[config.mk]
export PLATFORM = sky130hd
export DESIGN_NAME = fir2d_kernel
export DESIGN_NICKNAME = d
export VERILOG_FILES = /design/src/rtl/fir2d_kernel.sv
export SDC_FILE = /design/constraint.sdc
export NUM_CORES = 2
export LEC_CHECK = 0
export BUFFER_PORTS_ARGS = -buffer_cell sky130_fd_sc_hd__buf_2
export CAP_MARGIN = 5
export CORE_ASPECT_RATIO = 0.9
export CORE_MARGIN = 3
export CORE_UTILIZATION = 63
export DETAILED_ROUTE_END_ITERATION = 7
export PLACE_DENSITY = 0.79
export SLEW_MARGIN = 20
export SYNTH_ARGS = -nofsm -noshare
export SYNTH_HDL_FRONTEND = slang
export SYNTH_SLANG_ARGS = --single-unit
export TNS_END_PERCENT = 50
[constraint.sdc]
create_clock -name clk -period 16.4 [get_ports clk]
set_input_delay 3.28 -clock clk [delete_from_list [all_inputs] [get_ports clk]]
set_output_delay 3.28 -clock clk [all_outputs]
set_load 0.005 [all_outputs]
[src/rtl/fir2d_kernel.sv]
// fir2d_kernel: streaming 2D FIR over a TAP_NUMS x TAP_NUMS window built from
// vertical input columns, with replicate padding at the left and right line
// edges, a three-stage registered datapath and rounding/saturation to the
// pixel width.
module fir2d_kernel #(
    parameter int unsigned DATA_WIDTH = 8,
    parameter int unsigned TAP_NUMS   = 3,
    parameter int unsigned LINE_CNT   = 12,
    parameter int unsigned COEF_WIDTH = 8,
    parameter int unsigned SHIFT      = 4
) (
    input  logic                                       clk,
    input  logic                                       rst,
    input  logic                                       col_en_i,
    input  logic [TAP_NUMS*DATA_WIDTH-1:0]             col_data_i,
    input  logic [LINE_CNT-1:0]                        h_size_i,
    input  logic [TAP_NUMS*TAP_NUMS*COEF_WIDTH-1:0]    coef_i,
    output logic                                       out_en_o,
    output logic [DATA_WIDTH-1:0]                      out_data_o,
    output logic                                       out_last_o,
    output logic                                       err_o
);

    localparam int unsigned P      = (TAP_NUMS - 1) / 2;
    localparam int unsigned NT     = TAP_NUMS * TAP_NUMS;
    localparam int unsigned SLOT_W = TAP_NUMS * DATA_WIDTH;
    localparam int unsigned WIN_W  = TAP_NUMS * SLOT_W;
    localparam int unsigned CALL_W = NT * COEF_WIDTH;
    localparam int unsigned PROD_W = DATA_WIDTH + COEF_WIDTH + 1;
    localparam int unsigned GUARD  = $clog2(NT);
    localparam int unsigned SUM_W  = PROD_W + GUARD;
    // One extra bit so the rounding constant can never wrap the sum.
    localparam int unsigned ACC_W  = SUM_W + 1;
    localparam int unsigned RND_SH = (SHIFT > 0) ? SHIFT - 1 : 0;

    localparam logic signed [ACC_W-1:0] RND  = (SHIFT > 0) ? (ACC_W'(1) << RND_SH) : '0;
    localparam logic signed [ACC_W-1:0] MAXV = (ACC_W'(1) << DATA_WIDTH) - ACC_W'(1);

    typedef enum logic [1:0] {
        IDLE  = 2'd0,
        RUN   = 2'd1,
        FLUSH = 2'd2
    } state_t;

    state_t                    r_state;
    state_t                    w_state_nxt;
    logic [LINE_CNT-1:0]       r_col_cnt;
    logic [LINE_CNT-1:0]       w_col_cnt_nxt;
    logic [LINE_CNT-1:0]       r_flush_cnt;
    logic [LINE_CNT-1:0]       w_flush_cnt_nxt;
    logic [LINE_CNT-1:0]       r_h_size;
    logic [LINE_CNT-1:0]       w_h_size_nxt;
    logic [CALL_W-1:0]         r_coef;
    logic [CALL_W-1:0]         w_coef_nxt;
    logic [WIN_W-1:0]          r_win;
    logic [WIN_W-1:0]          w_win_nxt;
    logic                      r_win_vld;
    logic                      r_win_last;
    logic                      w_eval;
    logic                      w_eval_last;
    logic                      r_err;
    logic                      w_err_set;

    logic [LINE_CNT-1:0]       w_col_idx;
    logic                      w_h_short;
    logic [LINE_CNT-1:0]       w_h_eff;

    logic signed [PROD_W-1:0]  w_prod [NT];
    logic signed [PROD_W-1:0]  r_prod [NT];
    logic                      r_prod_vld;
    logic                      r_prod_last;

    logic signed [ACC_W-1:0]   w_acc;
    logic signed [ACC_W-1:0]   w_shr;
    logic [DATA_WIDTH-1:0]     w_sat;

    logic                      r_out_en;
    logic [DATA_WIDTH-1:0]     r_out_data;
    logic                      r_out_last;

    // Index of the column being accepted in RUN and the effective line length.
    assign w_col_idx = r_col_cnt + LINE_CNT'(1);
    assign w_h_short = (h_size_i < LINE_CNT'(TAP_NUMS));
    assign w_h_eff   = w_h_short ? LINE_CNT'(TAP_NUMS) : h_size_i;

    // Next-state, window shift and evaluation-issue logic.
    always_comb begin
        w_state_nxt     = r_state;
        w_col_cnt_nxt   = r_col_cnt;
        w_flush_cnt_nxt = r_flush_cnt;
        w_h_size_nxt    = r_h_size;
        w_coef_nxt      = r_coef;
        w_win_nxt       = r_win;
        w_eval          = 1'b0;
        w_eval_last     = 1'b0;
        w_err_set       = 1'b0;
        case (r_state)
            IDLE: begin
                if (col_en_i) begin
                    // Column 0 fills every slot: left-edge replicate padding.
                    w_win_nxt     = {TAP_NUMS{col_data_i}};
                    w_col_cnt_nxt = '0;
                    w_h_size_nxt  = w_h_eff;
                    w_coef_nxt    = coef_i;
                    w_err_set     = w_h_short;
                    if (w_h_eff == LINE_CNT'(1)) begin
                        w_state_nxt     = FLUSH;
                        w_flush_cnt_nxt = LINE_CNT'(P);
                    end else begin
                        w_state_nxt = RUN;
                    end
                end
            end
            RUN: begin
                if (col_en_i) begin
                    w_win_nxt     = {col_data_i, r_win[WIN_W-1:SLOT_W]};
                    w_col_cnt_nxt = w_col_idx;
                    w_eval        = (w_col_idx >= LINE_CNT'(P));
                    if (w_col_idx == r_h_size - LINE_CNT'(1)) begin
                        w_state_nxt     = FLUSH;
                        w_flush_cnt_nxt = LINE_CNT'(P);
                    end
                end
            end
            FLUSH: begin
                // Right-edge replicate padding: re-shift the newest column.
                w_win_nxt       = {r_win[WIN_W-1 -: SLOT_W], r_win[WIN_W-1:SLOT_W]};
                w_flush_cnt_nxt = r_flush_cnt - LINE_CNT'(1);
                w_eval          = 1'b1;
                w_err_set       = col_en_i;
                if (r_flush_cnt == LINE_CNT'(1)) begin
                    w_state_nxt = IDLE;
                    w_eval_last = 1'b1;
                end
            end
            default: begin
                w_state_nxt = IDLE;
            end
        endcase
    end

    // Control state, window and sticky error register.
    always_ff @(posedge clk or posedge rst) begin
        if (rst) begin
            r_state     <= IDLE;
            r_col_cnt   <= '0;
            r_flush_cnt <= '0;
            r_h_size    <= '0;
            r_coef      <= '0;
            r_win       <= '0;
            r_win_vld   <= 1'b0;
            r_win_last  <= 1'b0;
            r_err       <= 1'b0;
        end else begin
            r_state     <= w_state_nxt;
            r_col_cnt   <= w_col_cnt_nxt;
            r_flush_cnt <= w_flush_cnt_nxt;
            r_h_size    <= w_h_size_nxt;
            r_coef      <= w_coef_nxt;
            r_win       <= w_win_nxt;
            r_win_vld   <= w_eval;
            r_win_last  <= w_eval_last;
            r_err       <= r_err | w_err_set;
        end
    end

    // Signed products: window slot c pairs with coefficient column c.
    always_comb begin
        for (int r = 0; r < int'(TAP_NUMS); r++) begin
            for (int c = 0; c < int'(TAP_NUMS); c++) begin
                w_prod[r*TAP_NUMS + c] =
                    PROD_W'($signed({1'b0, r_win[(c*TAP_NUMS + r)*DATA_WIDTH +: DATA_WIDTH]}))
                  * PROD_W'($signed(r_coef[(r*TAP_NUMS + c)*COEF_WIDTH +: COEF_WIDTH]));
            end
        end
    end

    // Product pipeline stage.
    always_ff @(posedge clk or posedge rst) begin
        if (rst) begin
            for (int i = 0; i < int'(NT); i++) begin
                r_prod[i] <= '0;
            end
            r_prod_vld  <= 1'b0;
            r_prod_last <= 1'b0;
        end else begin
            r_prod_vld  <= r_win_vld;
            r_prod_last <= r_win_last;
            if (r_win_vld) begin
                for (int i = 0; i < int'(NT); i++) begin
                    r_prod[i] <= w_prod[i];
                end
            end
        end
    end

    // Sum, round, arithmetic shift and clamp to the pixel range.
    always_comb begin
        w_acc = RND;
        for (int i = 0; i < int'(NT); i++) begin
            w_acc = w_acc + ACC_W'(r_prod[i]);
        end
        w_shr = w_acc >>> SHIFT;
        if (w_shr < 0) begin
            w_sat = '0;
        end else if (w_shr > MAXV) begin
            w_sat = '1;
        end else begin
            w_sat = DATA_WIDTH'(w_shr);
        end
    end

    // Output stage; data holds between valid pulses.
    always_ff @(posedge clk or posedge rst) begin
        if (rst) begin
            r_out_en   <= 1'b0;
            r_out_data <= '0;
            r_out_last <= 1'b0;
        end else begin
            r_out_en   <= r_prod_vld;
            r_out_last <= r_prod_vld & r_prod_last;
            if (r_prod_vld) begin
                r_out_data <= w_sat;
            end
        end
    end

    assign out_en_o   = r_out_en;
    assign out_data_o = r_out_data;
    assign out_last_o = r_out_last;
    assign err_o      = r_err;

endmodule

==> impl_summary.md <==
Floorplan
The floorplan step set the die width to 264 um. In this run the count of I/O pins placed on the die edge is 122. The floorplan has 84 rows. The core area is 0.0590 mm2. The effective utilization at floorplan is 64.2%. The die outline area is 0.0631 mm2. The floorplan step set the die height to around 240 um.

Drt
The final routed DRC violation total is 0. Using the TritonRoute via totals, the vias-per-cell ratio works out to 5.63. In this run the remaining antenna-violating nets after routing total 0. Summed over all layers, the routed wires come to 86,000 um. Detailed routing inserted a total of 26,900 vias. The wire length per cell is 18.0 um. The number of design-rule violations left by the first detailed-router iteration is 1,959. The number of detailed-routing iterations run before antenna repair is 5.

Timing
Subtracting the final worst setup slack from the clock period gives 5.66 ns. The setup TNS is 0 ns. Setup violations remaining at the end of the flow were counted as 0. For the final database, setup skew stands at 0.0183 ns. The number of max-slew violations in the final report was 0.

Setup repair after global routing left no endpoint under its margin. At the pin with the least slew margin, the transition time is between 1 and 1.5 ns. Headroom to the max-slew limit came out at a little over a quarter.

The achievable frequency is roughly 180 MHz. In the finished design, the share of the clock period the worst path needs comes to 34.5%. The number of endpoints with negative hold slack in the final report came to 0.

Cells and area
The post-synthesis to final-layout area growth is 6.81%. The share of post-route cells with drive strength above 1 is approximately a tenth. The number of nets in the layout is 4,958. After routing the design area is between 0.04 and 0.05 mm2. The number of antenna diodes in the final layout is 0.

Outcome
The run finished with clean final reports.

Placed design
The placed wire-length estimate is between 60,000 and 70,000 um. During placement, the flow inserted port buffers numbering 121. At the end of routability-driven placement, the weighted congestion stood at 0.890. The placed instances occupy a cell area of 0.0390 mm2.

Worst setup path
The required arrival time at the worst endpoint is ~17 ns. Data arrives at the worst endpoint at roughly 6.1 ns. The kind of end point of the critical path is a flip-flop. STA classifies the critical path startpoint as a flip-flop.

The worst reg-to-reg path cell count is 15. The slack of the worst reg-to-reg path is 10.74 ns. In this run the critical register-to-register path is launched from r_prod[116].

The endpoint of the most critical register-to-register path is out_data_o[6]. The startpoint-to-endpoint class of the critical path is flip-flop to flip-flop. Of all nets on the critical path, the largest fanout is 10.

Clocking
The clock reaches the later pin of the worst-skew pair after 0.59 ns. The clock tree root buffer cell is clkbuf_16. In this run the number of H-tree levels came out at 2. After clock tree synthesis, the clock-pin slew on the worst setup and hold paths is approximately 0.06 ns.

Post-CTS timing repair inserted 0 buffers for setup. The number of clock buffers added by TritonCTS is 42. The total of hold buffers inserted after clock tree synthesis is 0. The buffer depth of the longest clock path is 3. The clock drives between 300 and 400 sinks. The CTS tree is yes. In this run, post-CTS repair resized a total of 0 instances.

Synthesis
Yosys mapped the design onto 60 distinct sky130hd cell types. The warning count from the yosys run is 0. The prevailing post-synth register cell is dfrtp_1. Counting every net in the synthesized netlist gives 4,928.

The fraction of the yosys area taken by sequential cells is between 20% and 30%. The number of enable-type register cells in the synthesized netlist is 0. The flip-flop and latch count after synthesis is between 300 and 400. In this run the cell area of the synthesized design comes to 0.0379 mm2. Averaged over all synthesized cells, the footprint is 9.60 um2. The synthesized instance count is between 3,000 and 4,000. Of all flip-flops after synthesis, the portion carrying an async set or reset was 100%.

GRT
The initial antenna violation count is 0. The total congestion overflow is 0. The number of global-route vias before repair is 27,700. The aggregate global-route resource usage is 28.6%. Entering global routing, the biggest net connects 164 pins. The first global-routing pass estimated 144,000 um of wire.

Job
The max-capacitance violation count is 0.

Power and ir drop
The standby leakage power is ~22 nW. The maximum ir drop on the vdd rail is 68.4 uV. In this run the power density over the cells is 46.5 mW/mm2.

Hold path
In this run the most critical hold path is launched from r_win_last. The path class of the tightest hold or removal check is flip-flop to flip-flop. The path with the worst hold slack has its endpoint at r_prod_last. The instance count along the most critical hold path is 0.
## synth_stat cells, drive strengths merged (30+ instances only)
master / n / area, um2
clkbuf: 131 / 492
xnor2: 115 / 1010
nor2: 138 / 518
nand3: 55 / 275
dfrtp: 350 / 8760
nand2b: 54 / 338
and2: 314 / 1960
fa: 455 / 9110
mux2: 158 / 1780
nor2b: 43 / 269
a21oi: 190 / 951
a21o: 41 / 308
or3: 30 / 189
ha: 419 / 5240
o21ai: 138 / 691
inv: 699 / 2620
nand2: 343 / 1290
nor3: 38 / 190
## flip-flops by register name, indices dropped and copies added (netlist names), 2 cells and up
| signal | count |
|---|---|
| out_data_o | 8 |
| r_h_size | 12 |
| r_prod | 153 |
| r_state | 2 |
| r_col_cnt | 12 |
| r_flush_cnt | 12 |
| r_coef | 72 |
| r_win | 72 |
## worst max-delay path, cell delays in order (launching register included)
cell and delay, ns:
dfrtp_1 0.40, fa_1 0.69, fa_1 0.50, fa_1 0.57
inv_1 0.06, fa_1 0.62, inv_1 0.07, ha_1 0.44
a21oi_1 0.40, nor2_1 0.10, o21ba_2 0.21, o41ai_1 0.23
o21ai_0 0.17, mux2_4 0.30, nor4_4 0.49, a41oi_1 0.22
## layer usage
layer | GRT usage [%] | routed length, um | up-vias
met5 | 0 | 0 | -
met4 | 7.94 | 2210 | 0
met3 | 6.22 | 6130 | 121
met2 | 45.1 | 39600 | 705
met1 | 40.5 | 38100 | 13500
li1 | - | - | 12600
## power breakdown
group	leakage (nW)	switching [W]	internal, W
sequential	4.81	0.00000000000000000000592	0.000864
clock	0.697	0.000410	0.000571
combinational	16.5	0.0000233	0.0000109
total	22.0	0.000433	0.00145
## worst max-delay path by stage
stage / start / end / slack, ns
6_report: r_prod[116] / out_data_o[6] / 10.74
5_1_grt: r_prod[116] / out_data_o[6] / 10.46
4_1_cts: r_prod[116] / out_data_o[6] / 10.79
3_5_place_dp: r_prod[116] / out_data_o[6] / 10.80
3_3_place_gp: r_prod[1] / out_data_o[6] / 11.03
2_1_floorplan: rst / err_o / 3.41
## cell type report
class / instances / area (um2)
Clock inverter: 22 / 238
Sequential cell: 350 / 8760
Multi-Input combinational cell: 2748 / 25900
Fill cell: 4469 / 18500
Inverter: 700 / 2640
Timing Repair Buffer: 131 / 693
Tap cell: 774 / 968
Clock buffer: 52 / 1200
## cell families after synthesis
logic type	after synthesis	share of synthesized area (%)
buf+inv	845	8.39
compound gates	488	7.69
xor+xnor	143	3.31
simple gates	1059	14.2
mux	184	5.40
flops	350	23.1
fa+ha+maj	874	37.9
## metrics by stage
step / utilization [%] / setup slack (ns) / cells / power, W / hold WS, ns
2_1_floorplan: - / 3.41 / 3943 / 0.000894 / 0.331
3_3_place_gp: 66.1 / 11.03 / 4703 / 0.000915 / 0.375
3_5_place_dp: 66.1 / 10.80 / 4703 / 0.000915 / 0.378
4_1_cts: 68.6 / 10.79 / 4777 / 0.00190 / 0.387
5_1_grt: 68.6 / 10.46 / 4777 / 0.00193 / 0.383
6_report: 68.6 / 10.74 / 4777 / 0.00188 / 0.391
## cell usage in the layout, fill, tap and decap left out, types with 43 or more instances in the layout
cell	count
inv_1	698
and2_1	314
clkbuf_16	43
ha_1	419
buf_2	121
dfrtp_1	349
nand2b_1	54
nand2_1	341
a21oi_1	189
nand3_1	55
o21ai_0	138
xnor2_1	115
fa_1	455
nor2b_1	43
nor2_1	138
mux2_2	157
Power figures use the tool's default switching activity.
